[src/rtl/e_calc.sv]
// e_calc: computes Euler's number as sum(1/k!) in Q4.396 fixed point.
// term(k) = term(k-1)/k via a bit-serial restoring divider working in place
// on the term register; each new term is added to a running sum.
// Optional build macro: E_CALC_RESTART_EN -- when defined, start during a
// running computation (DIV/ACC) aborts it and begins a fresh one.
module e_calc #(
  parameter int GUARD_BITS = 8,
  parameter int KMAX       = 127
) (
  input  logic         clk,
  input  logic         rst,
  input  logic         start,
  output logic         done,
  output logic [399:0] ans
);

  localparam int W  = 400 + GUARD_BITS;   // internal word width
  localparam int FB = 396 + GUARD_BITS;   // internal fraction bits
  localparam int CW = $clog2(W + 1);      // divider bit counter width

  localparam logic [W-1:0]  ONE    = {3'b000, 1'b1, {FB{1'b0}}};
  localparam logic [6:0]    KMAX_K = 7'(KMAX);
  localparam logic [CW-1:0] CNT_LAST = CW'(W - 1);

  typedef enum logic [2:0] {IDLE, INIT, DIV, ACC, DONE} state_t;

  state_t          r_state;
  logic [W-1:0]    r_term;   // dividend in, quotient out (shifted in place)
  logic [W-1:0]    r_sum;
  logic [6:0]      r_k;
  logic [6:0]      r_rem;    // partial remainder, always < k
  logic [CW-1:0]   r_cnt;
  logic            r_done;
  logic [399:0]    r_ans;

  logic [7:0]      w_trial;
  logic            w_ge;
  logic [6:0]      w_rem_nxt;
  logic [W-1:0]    w_sum_nxt;
  logic            w_last;
  logic            w_restart;

  // one restoring-divide step: bring down the term MSB, subtract k if it fits
  assign w_trial   = {r_rem, r_term[W-1]};
  assign w_ge      = (w_trial >= {1'b0, r_k});
  assign w_rem_nxt = w_ge ? 7'(w_trial - {1'b0, r_k}) : w_trial[6:0];

  // sum stays below 3, so this add never wraps
  assign w_sum_nxt = r_sum + r_term;
  assign w_last    = (r_term == '0) || (r_k == KMAX_K);

`ifdef E_CALC_RESTART_EN
  assign w_restart = start;
`else
  assign w_restart = 1'b0;
`endif

  // control FSM plus datapath registers; all outputs are registered
  always_ff @(posedge clk) begin
    if (rst) begin
      r_state <= IDLE;
      r_term  <= '0;
      r_sum   <= '0;
      r_k     <= '0;
      r_rem   <= '0;
      r_cnt   <= '0;
      r_done  <= 1'b0;
      r_ans   <= '0;
    end else begin
      case (r_state)
        IDLE: begin
          if (start) r_state <= INIT;
        end
        INIT: begin
          r_term  <= ONE;
          r_sum   <= ONE;
          r_k     <= 7'd1;
          r_rem   <= '0;
          r_cnt   <= '0;
          r_done  <= 1'b0;
          r_state <= DIV;
        end
        DIV: begin
          if (w_restart) begin
            r_state <= INIT;
          end else begin
            r_term <= {r_term[W-2:0], w_ge};
            r_rem  <= w_rem_nxt;
            r_cnt  <= r_cnt + 1'b1;
            if (r_cnt == CNT_LAST) r_state <= ACC;
          end
        end
        ACC: begin
          if (w_restart) begin
            r_state <= INIT;
          end else begin
            r_sum <= w_sum_nxt;
            if (w_last) begin
              // guard bits are simply truncated away
              r_ans   <= w_sum_nxt[W-1 -: 400];
              r_done  <= 1'b1;
              r_state <= DONE;
            end else begin
              r_k     <= r_k + 7'd1;
              r_rem   <= '0;
              r_cnt   <= '0;
              r_state <= DIV;
            end
          end
        end
        DONE: begin
          if (start) r_state <= INIT;
        end
        default: r_state <= IDLE;
      endcase
    end
  end

  assign done = r_done;
  assign ans  = r_ans;

endmodule

[config.mk]
export PLATFORM = sky130hd
export DESIGN_NAME = e_calc
export DESIGN_NICKNAME = d
export VERILOG_FILES = /design/src/rtl/e_calc.sv
export SDC_FILE = /design/constraint.sdc
export NUM_CORES = 2
export LEC_CHECK = 0
export CELL_PAD_IN_SITES_DETAIL_PLACEMENT = 2
export CELL_PAD_IN_SITES_GLOBAL_PLACEMENT = 2
export CORE_ASPECT_RATIO = 1.25
export CORE_MARGIN = 1.5
export CORE_UTILIZATION = 39
export DETAILED_ROUTE_END_ITERATION = 8
export PLACE_DENSITY = 0.83
export SLEW_MARGIN = 10
export SYNTH_ARGS = -nofsm -noshare
export SYNTH_HDL_FRONTEND = slang
export SYNTH_SLANG_ARGS = --single-unit
[constraint.sdc]
create_clock -name clk -period 6.1 [get_ports clk]
set_input_delay 1.525 -clock clk [delete_from_list [all_inputs] [get_ports clk]]
set_output_delay 1.525 -clock clk [all_outputs]
set_load 0.02 [all_outputs]
==> impl_metrics.ini <==
[logic_synthesis]
ys_seq_area_frac = 0.3315
synth-edff-count = 0
synth.avg_cell_area_um2 = 7.499
synth_nets = 10430
synthArstFlopShare = 0
ys.flop_type = dfxtp_1
synth_area_leaders = dfxtp_1 33%, a21oi_1 8.2%, nand2_1 7.0%, ha_1 6.9%, nor2_1 6.1%
synth-seq-cells = 1243
synth.distinct_cells = 93
synth_top_area_frac = 0.3315
netlist_area_um2 = 75070
syn-instance-count = 10010
yosysWarnings = 0
synth_top_cell_by_area = dfxtp_1

[final_layout]
drive_gt1_frac = 0.05944
fin_util = 0.4575
nNetsFinal = 10630
num-fill-cells = 21320
regArea_um2 = 24880
area_growth_pct = 16.28
fin_area_um2 = 87300
multiInputGateArea_um2 = 47350

[die]
die_w_um = 395.4
num_io_pins = 404
dieArea_um2 = 195200
start_util = 0.3934
die_height_um = 493.5
num_rows = 179
coreArea_um2 = 190800

[status]
violations = negative setup slack
outcome = complete, but fails checks

[place]
io_buffers = 403
dpl_worst_slack_ns = -0.1694
gp_congestion = 1.063
place_hpwl_um = 335600
place_area_um2 = 82480

[sta]
relSlewSlack = 0.06025
fmax_mhz = 161.1
fin_worst_skew_ns = 0.05438
setup_viol = 1
period_needed_ns = 6.206
finalMaxSlewViolations = 0
setup_ws_ns = -0.1062
period_share = 1.017
worst_pin_slew_ns = 1.397
finalSetupTns_ns = -0.1062
hold_violations = 0
rsz0062_at_grt = no

[clocking]
cts-root-buf = clkbuf_16
numCtsBuffers = 137
path_clk_slew_ns = 0.07
clock-sinks = 1243
clk_latency_ns = 0.87
cts_max_level = 4
clockBufferDepth = 3
tritoncts = yes
post_cts_buffers = 0
cts_hold_buf = 0

[global_routing]
antenna_found_initial = 16
track_usage = 0.4460
grt_max_degree = 221
grt_pass1_vias = 92970
grt_pass1_wl_um = 654600
overflow = 0

[routing]
post_drt_wl_per_cell_um = 35.37
num_vias = 86320
ant_nets = 0
drt_iter0_markers = 7928
first_pass_iters = 6
finalWirelength_um = 454500
routed_via_density = 6.718
drc = 0

[job]
maxCapViolCount = 0

[power_and_ir_drop]
worst_ir_drop_vdd_v = 0.0002911
combPwrFrac = 0.042
power.share.clock = 0.507
power.density_nw_per_um2 = 206.8
power_switching_w = 0.004769
total_leakage_power_nw = 31.69
p_seq_frac = 0.451
p_int_w = 0.01328
power_w = 0.01805
swShare = 0.2642

[setup_path]
critPathKind = reg2reg
arrival_ns = 6.97
path_max_fanout = 8
cp-end-kind = flip-flop
cp_data_required_time_ns = 6.87
cp-start-kind = flip-flop

[worst_hold_path]
hp-class = reg2reg
[stage by stage]
stage,instances,hold WS [ns]
after floorplan,10010,0.4291
after global placement,12600,0.4413
after detailed placement,12600,0.4527
after CTS,12850,0.4644
after global routing,12850,0.4804
final,12850,0.4594
[registers in the layout, summed over array words and instances, names as in the netlist]
signal and cells:
r_sum 408, r_term 408, ans 400, r_cnt 9, r_k 7, r_rem 7, r_state 3, done 1
[per-layer routing]
layer | track usage | vias to the layer above | wire (µm)
met5 | 0 | - | 124
met4 | 0.3557 | 20 | 43110
met3 | 0.07993 | 1679 | 29030
met2 | 0.7589 | 4036 | 215100
met1 | 0.4886 | 43790 | 167100
li1 | - | 36800 | -
[synthesized netlist by cell type (all sizes together) (31+ instances only)]
master	n
o21bai	135
nor4	174
ha	416
xor2	157
nor3	146
xnor2	258
a21oi	1229
a21boi	50
inv	144
nand4	315
clkbuf	623
nand3	124
a22oi	597
a31oi	61
nor2	1222
o21a	69
buf	31
a21o	177
a22o	287
dfxtp	1243
nand2	1403
o21ai	636
o31ai	48
and2	33
o211ai	31
and4	46
[cell families after synthesis]
group | synth area share
AOI/OAI and AO/OA | 0.2959
xor gates and xnor gates | 0.04842
adders and majority gates | 0.06987
buffers and inverters | 0.04027
DFF | 0.3315
muxes | 0.0002667
and+or+nand+nor | 0.2139
[cells in the final DEF (no fill, tap or decap), drive strengths merged, types with 287 or more instances in the layout]
master	synthesis	final
a22oi	597	597
nand4	315	315
buf	31	305
a21oi	1229	1229
nor2	1222	1222
clkdlybuf4s50	0	402
nand2	1403	1403
dfxtp	1243	1243
ha	416	416
o21ai	636	636
a22o	287	287
[power groups by stage]
stage,Clock (W),Combinational (W),Sequential (W)
global route,0.00947,0.000785,0.00813
CTS,0.00917,0.000739,0.00814
detailed placement,0,0.000721,0.00832
global placement,0,0.000692,0.00832
floorplan,0,0.000456,0.00832
finish,0.00915,0.000763,0.00814
[area by class of cell]
class / count / share of cell area
antenna: 3 / 0.00008600
tap: 2534 / 0.03632
clock buffer: 199 / 0.04622
multi-input combinational: 7970 / 0.5425
sequential: 1243 / 0.2851
inverter: 144 / 0.006192
clock inverter: 49 / 0.007740
timing repair buffer: 708 / 0.07594
[repair_timing]
item,4_1_cts,5_1_grt
gates cloned,0,0
setup endpoints to repair,8,19
resized for setup,3,9
[worst paths after layout]
check	to	slack, ns	start	cells after the start
worst max register to register	ans[386]	-0.11	r_term[32]	17
worst max-delay path	ans[386]	-0.11	r_term[32]	17
worst min register to register	ans[46]	0.46	ans[46]	2
worst min-delay path	ans[46]	0.46	ans[46]	2
[worst max-delay path: stages (launching register included)]
cell and delay, ns:
dfxtp_1 0.46, ha_1 0.38, nand4_1 0.27, inv_1 0.09, a221oi_1 0.52, o21ai_0 0.29
nand3_1 0.20, a31oi_1 0.28, o211ai_1 0.70, a211oi_1 0.20, buf_4 0.21, o22ai_1 0.86
a41oi_1 0.44, a21oi_1 0.51, o21ai_1 0.13, xnor2_1 0.27, nand2_1 0.12, a21oi_1 0.16
Power figures use the tool's default switching activity.
